===== src/rtl/multicycle_pkg.sv =====
// Shared encodings for the multicycle RV32I controller: FSM states, opcodes and datapath select codes.
// Pure constants and two small legality helpers; no timing of its own.
package multicycle_pkg;

  typedef enum logic [3:0] {
    FETCH     = 4'd0,
    DECODE    = 4'd1,
    MEM_ADR   = 4'd2,
    MEM_READ  = 4'd3,
    MEM_WB    = 4'd4,
    MEM_WRITE = 4'd5,
    EXEC_R    = 4'd6,
    EXEC_I    = 4'd7,
    ALU_WB    = 4'd8,
    BRANCH    = 4'd9,
    JAL       = 4'd10,
    EXEC_JALR = 4'd11,
    JALR_PC   = 4'd12,
    LUI_WB    = 4'd13,
    HALT      = 4'd14
  } state_t;

  localparam logic [6:0] OP_LOAD   = 7'b0000011;
  localparam logic [6:0] OP_STORE  = 7'b0100011;
  localparam logic [6:0] OP_R      = 7'b0110011;
  localparam logic [6:0] OP_I      = 7'b0010011;
  localparam logic [6:0] OP_BRANCH = 7'b1100011;
  localparam logic [6:0] OP_JAL    = 7'b1101111;
  localparam logic [6:0] OP_JALR   = 7'b1100111;
  localparam logic [6:0] OP_LUI    = 7'b0110111;

  localparam logic [6:0] F7_BASE = 7'b0000000;
  localparam logic [6:0] F7_ALT  = 7'b0100000;

  localparam logic [2:0] ALU_ADD = 3'b000;
  localparam logic [2:0] ALU_SUB = 3'b001;
  localparam logic [2:0] ALU_AND = 3'b010;
  localparam logic [2:0] ALU_OR  = 3'b011;
  localparam logic [2:0] ALU_XOR = 3'b100;
  localparam logic [2:0] ALU_SLT = 3'b101;

  localparam logic [1:0] ALUOP_ADD   = 2'b00;
  localparam logic [1:0] ALUOP_SUB   = 2'b01;
  localparam logic [1:0] ALUOP_FUNCT = 2'b10;

  localparam logic [2:0] IMM_I = 3'd0;
  localparam logic [2:0] IMM_S = 3'd1;
  localparam logic [2:0] IMM_B = 3'd2;
  localparam logic [2:0] IMM_J = 3'd3;
  localparam logic [2:0] IMM_U = 3'd4;

  localparam logic [1:0] RES_ALUOUT = 2'd0;
  localparam logic [1:0] RES_MDR    = 2'd1;
  localparam logic [1:0] RES_ALURES = 2'd2;
  localparam logic [1:0] RES_IMM    = 2'd3;

  localparam logic [1:0] SRC1_PC    = 2'd0;
  localparam logic [1:0] SRC1_OLDPC = 2'd1;
  localparam logic [1:0] SRC1_A     = 2'd2;

  localparam logic [1:0] SRC2_B     = 2'd0;
  localparam logic [1:0] SRC2_IMM   = 2'd1;
  localparam logic [1:0] SRC2_FOUR  = 2'd2;

  localparam logic [1:0] BR_EQ = 2'd0;
  localparam logic [1:0] BR_NE = 2'd1;
  localparam logic [1:0] BR_LT = 2'd2;
  localparam logic [1:0] BR_GE = 2'd3;

  function automatic logic alu_func3_ok(input logic [2:0] f3);
    return (f3 == 3'b000) || (f3 == 3'b010) || (f3 == 3'b100) ||
           (f3 == 3'b110) || (f3 == 3'b111);
  endfunction

  function automatic logic branch_func3_ok(input logic [2:0] f3);
    return (f3 == 3'b000) || (f3 == 3'b001) || (f3 == 3'b100) || (f3 == 3'b101);
  endfunction

endpackage


===== src/rtl/multicycle_controller_alu_decoder.sv =====
// ALU operation decoder: maps aluop plus func3/func7[5] to an ALUControl code.
// Purely combinational; zero latency.
module alu_decoder
  import multicycle_pkg::*;
(
  input  logic [1:0] aluop,
  input  logic [2:0] func3,
  input  logic       func7_5,
  input  logic       is_rtype,
  output logic [2:0] alu_control
);

  always_comb begin
    alu_control = ALU_ADD;
    case (aluop)
      ALUOP_SUB: alu_control = ALU_SUB;
      ALUOP_FUNCT: begin
        case (func3)
          3'b000:  alu_control = (is_rtype && func7_5) ? ALU_SUB : ALU_ADD;
          3'b010:  alu_control = ALU_SLT;
          3'b100:  alu_control = ALU_XOR;
          3'b110:  alu_control = ALU_OR;
          3'b111:  alu_control = ALU_AND;
          default: alu_control = ALU_ADD;
        endcase
      end
      default: alu_control = ALU_ADD;
    endcase
  end

endmodule


===== src/rtl/multicycle_controller.sv =====
// Main Moore FSM for the multicycle RV32I datapath; outputs decode the current state.
// Instruction latency 3-5 cycles from FETCH; HALT on any unsupported encoding until reset.
module multicycle_controller
  import multicycle_pkg::*;
(
  input  logic       clk,
  input  logic       rst,
  input  logic [6:0] opcode,
  input  logic [2:0] func3,
  input  logic [6:0] func7,
  output logic       PCWrite,
  output logic       AdrSrc,
  output logic       MemWrite,
  output logic       IRWrite,
  output logic       RegWrite,
  output logic       branch,
  output logic [1:0] ResultSrc,
  output logic [1:0] ALUSrc1,
  output logic [1:0] ALUSrc2,
  output logic [1:0] sel_branch,
  output logic [2:0] ALUControl,
  output logic [2:0] ImmSrc,
  output logic       instr_done,
  output logic       illegal
);

  state_t     state;
  logic       pc_write_s, mem_write_s, ir_write_s, reg_write_s, branch_s, done_s, illegal_s;
  logic [1:0] aluop;

  function automatic state_t decode_next(input logic [6:0] op, input logic [2:0] f3,
                                         input logic [6:0] f7);
    state_t ns;
    ns = HALT;
    case (op)
      OP_LOAD, OP_STORE: ns = MEM_ADR;
      OP_R:      if (alu_func3_ok(f3) && (f7 == F7_BASE || f7 == F7_ALT)) ns = EXEC_R;
      OP_I:      if (alu_func3_ok(f3)) ns = EXEC_I;
      OP_BRANCH: if (branch_func3_ok(f3)) ns = BRANCH;
      OP_JAL:    ns = JAL;
      OP_JALR:   ns = EXEC_JALR;
      OP_LUI:    ns = LUI_WB;
      default:   ns = HALT;
    endcase
    return ns;
  endfunction

  always_ff @(posedge clk or negedge rst) begin
    if (!rst) begin
      state <= FETCH;
    end else begin
      case (state)
        FETCH:     state <= DECODE;
        DECODE:    state <= decode_next(opcode, func3, func7);
        MEM_ADR:   state <= (opcode == OP_LOAD) ? MEM_READ : MEM_WRITE;
        MEM_READ:  state <= MEM_WB;
        MEM_WB:    state <= FETCH;
        MEM_WRITE: state <= FETCH;
        EXEC_R:    state <= ALU_WB;
        EXEC_I:    state <= ALU_WB;
        ALU_WB:    state <= FETCH;
        BRANCH:    state <= FETCH;
        JAL:       state <= ALU_WB;
        EXEC_JALR: state <= JALR_PC;
        JALR_PC:   state <= ALU_WB;
        LUI_WB:    state <= FETCH;
        HALT:      state <= HALT;
        default:   state <= HALT;
      endcase
    end
  end

  always_comb begin
    pc_write_s  = 1'b0;
    mem_write_s = 1'b0;
    ir_write_s  = 1'b0;
    reg_write_s = 1'b0;
    branch_s    = 1'b0;
    done_s      = 1'b0;
    illegal_s   = 1'b0;
    AdrSrc      = 1'b0;
    ResultSrc   = RES_ALUOUT;
    ALUSrc1     = SRC1_PC;
    ALUSrc2     = SRC2_B;
    sel_branch  = BR_EQ;
    ImmSrc      = IMM_I;
    aluop       = ALUOP_ADD;
    case (state)
      FETCH: begin
        ir_write_s = 1'b1;
        pc_write_s = 1'b1;
        ALUSrc2    = SRC2_FOUR;
        ResultSrc  = RES_ALURES;
      end
      // Precompute the branch/jump target into ALUOut while the opcode decodes.
      DECODE: begin
        ALUSrc1 = SRC1_OLDPC;
        ALUSrc2 = SRC2_IMM;
        ImmSrc  = (opcode == OP_JAL) ? IMM_J : IMM_B;
      end
      MEM_ADR: begin
        ALUSrc1 = SRC1_A;
        ALUSrc2 = SRC2_IMM;
        ImmSrc  = (opcode == OP_LOAD) ? IMM_I : IMM_S;
      end
      MEM_READ: AdrSrc = 1'b1;
      MEM_WB: begin
        ResultSrc   = RES_MDR;
        reg_write_s = 1'b1;
        done_s      = 1'b1;
      end
      MEM_WRITE: begin
        AdrSrc      = 1'b1;
        mem_write_s = 1'b1;
        done_s      = 1'b1;
      end
      EXEC_R: begin
        ALUSrc1 = SRC1_A;
        aluop   = ALUOP_FUNCT;
      end
      EXEC_I: begin
        ALUSrc1 = SRC1_A;
        ALUSrc2 = SRC2_IMM;
        aluop   = ALUOP_FUNCT;
      end
      ALU_WB: begin
        reg_write_s = 1'b1;
        done_s      = 1'b1;
      end
      BRANCH: begin
        ALUSrc1  = SRC1_A;
        aluop    = ALUOP_SUB;
        branch_s = 1'b1;
        done_s   = 1'b1;
        case (func3)
          3'b001:  sel_branch = BR_NE;
          3'b100:  sel_branch = BR_LT;
          3'b101:  sel_branch = BR_GE;
          default: sel_branch = BR_EQ;
        endcase
      end
      // JALR_PC reuses the JAL drive: the ALU forms the link value while PC loads ALUOut.
      JAL, JALR_PC: begin
        pc_write_s = 1'b1;
        ALUSrc1    = SRC1_OLDPC;
        ALUSrc2    = SRC2_FOUR;
      end
      EXEC_JALR: begin
        ALUSrc1 = SRC1_A;
        ALUSrc2 = SRC2_IMM;
      end
      LUI_WB: begin
        ImmSrc      = IMM_U;
        ResultSrc   = RES_IMM;
        reg_write_s = 1'b1;
        done_s      = 1'b1;
      end
      HALT:    illegal_s = 1'b1;
      default: illegal_s = 1'b1;
    endcase
  end

  alu_decoder u_alu_decoder (
    .aluop       (aluop),
    .func3       (func3),
    .func7_5     (func7[5]),
    .is_rtype    (opcode == OP_R),
    .alu_control (ALUControl)
  );

  // Reset must kill every side effect immediately, not at the next edge.
  assign PCWrite    = rst & pc_write_s;
  assign MemWrite   = rst & mem_write_s;
  assign IRWrite    = rst & ir_write_s;
  assign RegWrite   = rst & reg_write_s;
  assign branch     = rst & branch_s;
  assign instr_done = rst & done_s;
  assign illegal    = rst & illegal_s;

endmodule


===== config.mk =====
export PLATFORM = sky130hd
export DESIGN_NAME = multicycle_controller
export DESIGN_NICKNAME = d
export VERILOG_FILES = /design/src/rtl/multicycle_pkg.sv /design/src/rtl/multicycle_controller_alu_decoder.sv /design/src/rtl/multicycle_controller.sv
export SDC_FILE = /design/constraint.sdc
export NUM_CORES = 1
export LEC_CHECK = 0
export ABC_AREA = 0
export BUFFER_PORTS_ARGS = -buffer_cell sky130_fd_sc_hd__buf_4
export CAP_MARGIN = 5
export CORE_MARGIN = 2
export CORE_UTILIZATION = 35
export DETAILED_ROUTE_END_ITERATION = 8
export GPL_ROUTABILITY_DRIVEN = 0
export MAX_ROUTING_LAYER = met4
export SYNTH_ARGS = -nofsm -noshare
export SYNTH_HDL_FRONTEND = slang
export SYNTH_SLANG_ARGS = --single-unit
export TNS_END_PERCENT = 10

===== constraint.sdc =====
create_clock -name clk -period 2.25 [get_ports clk]
set_input_delay 0.3375 -clock clk [delete_from_list [all_inputs] [get_ports clk]]
set_output_delay 0.3375 -clock clk [all_outputs]
set_load 0.02 [all_outputs]

==> results.cfg, run 1 <==
[timing]
fin_setup_tns_ns = 0
final_max_slew_viol_count = 0
hold_viol_final = 0
period_needed_ns = 2.10
period_share_pct = 93.4
finClkSkew_ns = 0.00311
setup_viol = 0
slew_headroom_pct = 71.2
fin_ws_ns = 0.149
worst_pin_slew_ns = 0.429
rsz0062_at_grt = false
fmax_mhz = 476

[logic_synthesis]
synth-seq-cells = 4
postSynthAreaPerCell_um2 = 7.24
synth_cell_types = 46
syn-num-nets = 127
synth_fa_ha_area_share_pct = 3.26
synth-compound-area-share_pct = 24.8
synthCells = 106
synth-warning-count = 0
ys_seq_area_share_pct = 13.1
yosys.area_share.simple_pct = 43.4
synth_top_family_by_area = simple AND/OR/NAND/NOR gates
synth_xor_area_share_pct = 5.71
synth_mux_area_share_pct = 1.47
synth.cell_area_um2 = 767

[cts]
h-tree-depth = 1
cts_made_buffers = 3
cts_buffer_depth = 2
cts.sinks = 4
cts_tree = built
clock_latency_ns = 0.23
root_buffer = clkbuf_4
path_clk_slew_ns = 0.03
cts_setup_buffers = 0

[die]
die_w_um = 50.8
start_util_pct = 37.9
core_um2 = 2020
rows = 16
io_pins = 41
die_area_um2 = 2580
dieHeight_um = 50.8

[pwr]
power_density_nw_per_um2 = 1130
power.static_leakage_nw = 0.541
switching_share_pct = 50.7
power.switching_mw = 0.656
ir_drop_v = 0.000533
comb_power_share_pct = 80.7
internal_power_mw = 0.638
clock_power_share_pct = 6.5
seqPwrFrac_pct = 12.7

[global_route]
antenna_found_initial = 0
grt_max_degree = 18
grt.overflow.total = 0
grt_pass1_wl_mm = 3.70
grt_use_total_pct = 18.9
grt_pass1_vias = 891

[min_path]
min_from = opcode[3]
hold_path_class = input pin to flop

[setup_path]
start_kind = flop
crit_path_start = state[1]
worstPathRequired_ns = 1.91
cp.arrival_ns = 1.76
rr_startpoint = state[0]
crit_fanout = 4
critPathCaptureType = primary output
crit_type = flop to primary output

[layout]
regArea_um2 = 101
fin_util_pct = 56.6
largest_reg_flops = 4
drive_gt1_share_pct = 39.5
multi_input_area_um2 = 612
area_delta_synth_final_pct = 49.1
finalNetCount = 170
fillers = 207
reg_top3 = state (4)
diodes = 0
finish.instance_area_um2 = 1140
top_register = state

[status]
status = finished clean

[job]
maxCapViolCount = 0

[route]
routed_wl_mm = 2.24
drc = 0
vias = 954
drtIter0Drc = 24
wl_per_cell_um = 12.9
vias_per_cell = 5.48
ant_nets = 0
drtPass1Iterations = 4

[placed_design]
io_buffers = 40
post_dp_cell_area_um2 = 1110
hpwl_mm = 1.82
pre_cts_slack_ns = 0.376
## placed cells by master, fill, tap and decap left out, drive strengths merged, types with 2 or more instances in the layout
master / Yosys / final
nand3: 4 / 4
and2: 3 / 3
clkbuf: 4 / 3
ha: 2 / 2
o211ai: 3 / 3
buf: 4 / 45
nor3: 6 / 6
dfrtp: 4 / 4
xor2: 3 / 3
o21a: 2 / 2
or4: 2 / 2
and3: 3 / 3
a21oi: 6 / 6
a21o: 2 / 2
nor2b: 4 / 4
nand2: 6 / 6
nor2: 6 / 6
inv: 7 / 7
o21ai: 3 / 3
nand2b: 6 / 6
xnor2: 2 / 2
o41ai: 2 / 2
nand3b: 2 / 2
nor4b: 2 / 2
## worst max-delay path: stages, from the launching register on
cell and delay, ns:
dfrtp_1 0.39, nand2b_2 0.22, nand2b_1 0.19, ha_1 0.32, nor4b_2 0.25, buf_4 0.18
## Yosys cell counts (all sizes together)
library cell,count,area share [%]
nand4b,1,1.1
buf,4,2.9
o211ai,3,2.9
clkbuf,4,2.0
nand3b,2,2.0
mux2,1,1.5
a21oi,6,3.9
o2111ai,1,1.1
a311o,1,1.3
or4,2,2.4
and3,3,2.4
o21a,2,2.0
inv,7,3.4
dfrtp,4,13
xnor2,2,2.3
nor2b,4,3.3
nor3b,1,0.98
o31ai,1,0.98
a211o,1,1.3
nor4b,2,2.3
nor3,6,4.6
a31oi,1,0.82
o31a,1,1.1
nand2b,6,5.2
or3,1,0.82
a21o,2,2.0
a211oi,1,0.98
o21ai,3,2.0
nand3,4,2.6
nor4bb,1,1.3
xor2,3,3.4
nand2,6,2.9
nand4bb,1,3.6
a32oi,1,1.1
nand4,1,0.82
o41ai,2,2.3
ha,2,3.3
a22oi,1,0.98
nor2,6,2.9
or2,1,0.82
nor4,1,0.82
and2,3,2.4
## power groups by stage
| stage | Combinational (mW) | Clock, mW | Sequential (mW) |
|---|---|---|---|
| 2_1_floorplan | 0.687 | 0 | 0.134 |
| 3_3_place_gp | 1.04 | 0 | 0.163 |
| 3_5_place_dp | 1.04 | 0 | 0.162 |
| 4_1_cts | 1.05 | 0.0886 | 0.161 |
| 5_1_grt | 1.15 | 0.0966 | 0.171 |
| 6_report | 1.04 | 0.0847 | 0.165 |
## routing by layer
metal  share of wire, %  global-route usage [%]  wire length (um)
met5                  0                       -                 0
met4               0.67                    7.21                15
met3                4.8                    1.46               108
met2                 51                    31.4              1140
met1                 44                    24.1               975
## stage by stage
stage | cells | power [mW] | hold WS (ns)
3_5_place_dp | 170 | 1.20 | 0.158
6_report | 174 | 1.29 | 0.451
4_1_cts | 174 | 1.30 | 0.440
2_1_floorplan | 106 | 0.821 | 0.0419
3_3_place_gp | 170 | 1.20 | 0.158
5_1_grt | 174 | 1.41 | 0.461
## cell families after synthesis
group                      after synthesis
AOI/OAI and AO/OA                       27
xor gates and xnor gates                 5
adders and majority gates                2
buffers and inverters                   15
DFF                                      4
muxes                                    1
and+or+nand+nor                         52
## final timing paths
path / end / slack (ns) / cells past startpoint
worst max-delay path: ALUControl[2] / 0.15 / 5
worst min-delay path: state[1] / 0.45 / 3
worst max register to register: state[1] / 0.87 / 4
worst min register to register: state[1] / 0.77 / 3
max in group asynchronous: state[3] / 1.65 / 2
min in group asynchronous: state[0] / 0.46 / 2
## area by class of cell
cell class / instances / area share (%)
clock buffers: 3 / 1.97
well taps: 27 / 2.95
flip-flops and latches: 4 / 8.86
multi-input cells: 87 / 53.5
repair buffers: 46 / 30.4
inverters: 7 / 2.30
## what timing repair did
action                                 in CTS  in global routing
resized for setup                           0                  2
hold buffers                                1                  0
setup endpoints to repair                   0                  1
endpoints found under the hold margin       4                  0
Note: power is estimated with default switching activity, not from simulation.
==> run 2: changes to the inputs <==
--- a/config.mk
+++ b/config.mk
@@ -12,7 +12,6 @@
 export CORE_UTILIZATION = 35
 export DETAILED_ROUTE_END_ITERATION = 8
 export GPL_ROUTABILITY_DRIVEN = 0
-export MAX_ROUTING_LAYER = met4
 export SYNTH_ARGS = -nofsm -noshare
 export SYNTH_HDL_FRONTEND = slang
 export SYNTH_SLANG_ARGS = --single-unit
==> run 2 against run 1 <==
  * Cell count unchanged
  * Clock power is essentially flat
  * Non-clock buffer count stayed put
  * Utilization did not move
  * Cell area is the same
  * Power hardly changed
  * Clock skew about the same
  * Worst hold slack better by 0.0017 ns
  * Critical path depth is the same
  * Largest power group unchanged
==> results.cfg, run 2 (synthesis gave the netlist of run 1 again) <==
[cts]
cts_made_buffers = 3
cts.sinks = 4
cts_setup_buffers = 0
path_clk_slew_ns = 0.03
cts_tree = built
cts_buffer_depth = 2
h-tree-depth = 1
clock_latency_ns = 0.23
root_buffer = clkbuf_4

[timing]
holdWs_ns = 0.452
period_share_pct = 93.4
period_needed_ns = 2.10
rsz0062_at_grt = false
fmax_mhz = 476
worst_pin_slew_ns = 0.428
hold_viol_final = 0
setup_viol = 0
fin_setup_tns_ns = 0
slew_headroom_pct = 71.2
finClkSkew_ns = 0.00310
final_max_slew_viol_count = 0

[layout]
fin_util_pct = 56.6
finalNetCount = 170
top_register = state
drive_gt1_share_pct = 39.5
diodes = 0
final_cell_mix = buf_4, inv_1, nand2_1, a21oi_1, nor2_1
area_delta_synth_final_pct = 49.1
largest_reg_flops = 4
reg_top3 = state (4)
layout_commonest_cell = buf_4

[global_route]
grt_pass1_vias = 891
grt_max_degree = 18
grt_use_total_pct = 18.4
grt_pass1_wl_mm = 3.70
antenna_found_initial = 0
grt.overflow.total = 0

[pwr]
power.static_leakage_nw = 0.541
power_density_nw_per_um2 = 1130
total_power_mw = 1.29
ir_drop_v = 0.000532

[setup_path]
critPathCaptureType = primary output
cp_cell_sequence = nand2b_2, nand2b_1, ha_1, nor4b_2, buf_4
start_kind = flop
r2r_cells = 4
crit_buf_inv = 1
slowest_delay_ns = 0.39
crit_type = flop to primary output
cp.arrival_ns = 1.76
rr_startpoint = state[0]
crit_fanout = 4
critPathTopFamily = simple AND/OR/NAND/NOR gates
r2r_end = state[1]
worstPathRequired_ns = 1.91
reg2reg_slack_ns = 0.87
critPathSlowestCell = dfrtp_1

[status]
status = finished clean

[route]
vias_per_cell = 5.44
drtIter0Drc = 24
ant_nets = 0
drtPass1Iterations = 4
drc = 0
vias = 947
wl_per_cell_um = 12.8
routed_wl_mm = 2.23

[die]
start_util_pct = 37.9
io_pins = 41
core_um2 = 2020
die_w_um = 50.8
dieHeight_um = 50.8
die_area_um2 = 2580
rows = 16

[placed_design]
io_buffers = 40
hpwl_mm = 1.82

[min_path]
min_from = opcode[3]
hold_path_class = input pin to flop
min_path_cells = 3
hold_end = state[1]

[job]
maxCapViolCount = 0
-- run 2: cell counts in the layout (fill, tap and decap cells not counted) --
Identical to the previous run, type by type.
-- run 2: metal layers --
metal	wire length [um]	part of all wire (%)	vias up	GRT usage [%]
met1	978	44	440	24.1
met3	105	4.7	2	1.46
li1	-	-	470	-
met2	1140	51	35	31.4
met4	15	0.67	0	7.21
met5	0	0	-	0
-- run 2: worst max path at each step --
stage | startpoint | to | depth (start not counted)
floorplan | state[1] | ImmSrc[0] | 5
global placement | state[3] | ALUControl[2] | 5
detailed placement | state[1] | ALUControl[2] | 5
CTS | state[1] | ALUControl[2] | 5
global route | state[1] | ALUControl[2] | 5
finish | state[1] | ALUControl[2] | 5
-- run 2: worst min-delay path: stages --
cell	delay, ns
buf_4	0.12
o31ai_1	0.09
o211ai_1	0.09
-- run 2: cell type report --
class / instances / area [um2]
multi-input combinational: 87 / 612
fill: 207 / 878
sequential: 4 / 101
inverter: 7 / 26.3
tap: 27 / 33.8
clock buffer: 3 / 22.5
timing repair buffer: 46 / 348
-- run 2: repair_timing --
action,in CTS,in global routing
endpoints found under the setup margin,0,1
gates resized for setup,0,2
hold buffers,1,0
endpoints found under the hold margin,4,0
-- run 2: power by group --
part / leakage (nW) / total, mW / switching (mW) / internal [mW]
Combinational: 0.478 / 1.04 / 0.574 / 0.470
Clock: 0.0138 / 0.0847 / 0.0254 / 0.0594
Sequential: 0.0499 / 0.165 / 0.0565 / 0.108
Total: 0.541 / 1.29 / 0.656 / 0.638
-- run 2: per-stage QoR --
stage	std cells	cell area [um2]	setup slack, ns
after CTS	174	1140	0.123
after global routing	174	1140	0.00487
after detailed placement	170	1110	0.376
after global placement	170	1110	0.378
final	174	1140	0.149
after floorplan	106	773	0.102
==> run 3: changes to the inputs <==
--- a/config.mk
+++ b/config.mk
@@ -12,6 +12,7 @@
 export CORE_UTILIZATION = 35
 export DETAILED_ROUTE_END_ITERATION = 8
 export GPL_ROUTABILITY_DRIVEN = 0
+export PLACE_DENSITY = 0.63
 export SYNTH_ARGS = -nofsm -noshare
 export SYNTH_HDL_FRONTEND = slang
 export SYNTH_SLANG_ARGS = --single-unit
==> run 3 against run 2 <==
  * Worst setup slack lost 0.028 ns
  * Wire length shrank 0.45%
  * Count of clock-buffer cells in the layout is the same
  * Cell count is the same
  * Power is essentially flat
  * Clock power grew 3.0%
  * Fmax shrank 1.3%
==> results.cfg, run 3 (synthesis gave the netlist of run 1 again) <==
[setup_path]
critPathCaptureType = primary output
critPathSlowestCell = dfrtp_1
cp.arrival_ns = 1.79
r2r_cells = 4
r2r_end = state[1]
slowest_delay_ns = 0.39
crit_fanout = 4
reg2reg_slack_ns = 0.86
cp_cell_sequence = nand2b_2, nand2b_1, ha_1, nor4b_2, buf_4
worstPathRequired_ns = 1.91
rr_startpoint = state[3]
start_kind = flop
crit_type = flop to primary output

[timing]
slew_headroom_pct = 73.0
finClkSkew_ns = 0.00453
holdWs_ns = 0.455
fin_setup_tns_ns = 0
fmax_mhz = 470
rsz0062_at_grt = false
worst_pin_slew_ns = 0.401
period_needed_ns = 2.13
setup_viol = 0
period_share_pct = 94.6
hold_viol_final = 0
final_max_slew_viol_count = 0

[status]
status = finished clean

[layout]
layout_commonest_cell = buf_4
largest_reg_flops = 4
drive_gt1_share_pct = 39.5
final_cell_mix = buf_4, inv_1, nand2_1, a21oi_1, nor2_1
diodes = 0
finalNetCount = 170
reg_top3 = state (4)
top_register = state
fin_util_pct = 56.6
area_delta_synth_final_pct = 49.1
instances_no_fill = 174

[die]
die_w_um = 50.8
rows = 16
dieHeight_um = 50.8
die_area_um2 = 2580
io_pins = 41
core_um2 = 2020
start_util_pct = 37.9

[cts]
clock_latency_ns = 0.23
cts_buffer_depth = 2
cts_made_buffers = 3
root_buffer = clkbuf_4
h-tree-depth = 1
cts_setup_buffers = 0
cts_tree = built
path_clk_slew_ns = 0.04
cts.sinks = 4

[route]
drc = 0
routed_wl_mm = 2.22
ant_nets = 0
wl_per_cell_um = 12.8
vias_per_cell = 5.30
drtPass1Iterations = 4
vias = 922
drtIter0Drc = 12

[job]
maxCapViolCount = 0

[pwr]
power_density_nw_per_um2 = 1130
ir_drop_v = 0.000618
total_power_mw = 1.29
power.static_leakage_nw = 0.541

[global_route]
grt_max_degree = 18
grt_use_total_pct = 18.6
grt_pass1_vias = 857
grt.overflow.total = 0
grt_pass1_wl_mm = 3.66
antenna_found_initial = 0

[placed_design]
dp.cells = 170
hpwl_mm = 1.81
io_buffers = 40

[min_path]
hold_path_class = input pin to async pin
## run 3: cell counts in the layout (fill, tap and decap cells not counted)
Identical to the previous run, type by type.
## run 3: final cells by class
type                    count  area [um2]
fillers                   203         878
repair buffers             46         348
inverters                   7        26.3
clock buffers               3        22.5
flip-flops and latches      4         101
multi-input cells          87         612
well taps                  27        33.8
## run 3: routing by layer
layer  vias to the layer above  part of all wire (%)  global-route usage [%]
met1                       422                    45                    22.2
li1                        472                     -                       -
met5                         -                     0                       0
met3                         0                   3.8                    2.63
met2                        28                    52                    32.9
met4                         0                     0                    8.11
## run 3: timing repair
item / 4_1_cts / 5_1_grt
endpoints found under the hold margin: 4 / 0
hold buffers: 1 / 0
gates resized for setup: 0 / 2
endpoints found under the setup margin: 0 / 1
## run 3: report_power, final
group / switching [mW] / leakage, nW / internal [mW]
Clock: 0.0276 / 0.0138 / 0.0596
Sequential: 0.0542 / 0.0499 / 0.108
Combinational: 0.575 / 0.478 / 0.470
## run 3: worst max-delay path: cells and delay by family, from the launching register on
| family | cells | cell delay, ns |
|---|---|---|
| flops | 1 | 0.39 |
| buf+inv | 1 | 0.18 |
| fa+ha+maj | 1 | 0.32 |
| simple gates | 3 | 0.68 |
## run 3: per-stage QoR
step	setup WS, ns	cell area [um2]
finish	0.121	1140
CTS	0.0677	1140
detailed placement	0.340	1110
global placement	0.402	1110
floorplan	0.102	773
global route	0.0513	1140
## run 3: worst max-delay path by stage
stage	from	end	slack, ns
after floorplan	state[1]	ImmSrc[0]	0.10
after global placement	state[1]	ALUControl[2]	0.40
after detailed placement	state[3]	ALUControl[2]	0.34
after CTS	state[3]	ALUControl[2]	0.07
after global routing	state[3]	ALUControl[2]	0.05
final	state[1]	ALUControl[2]	0.12
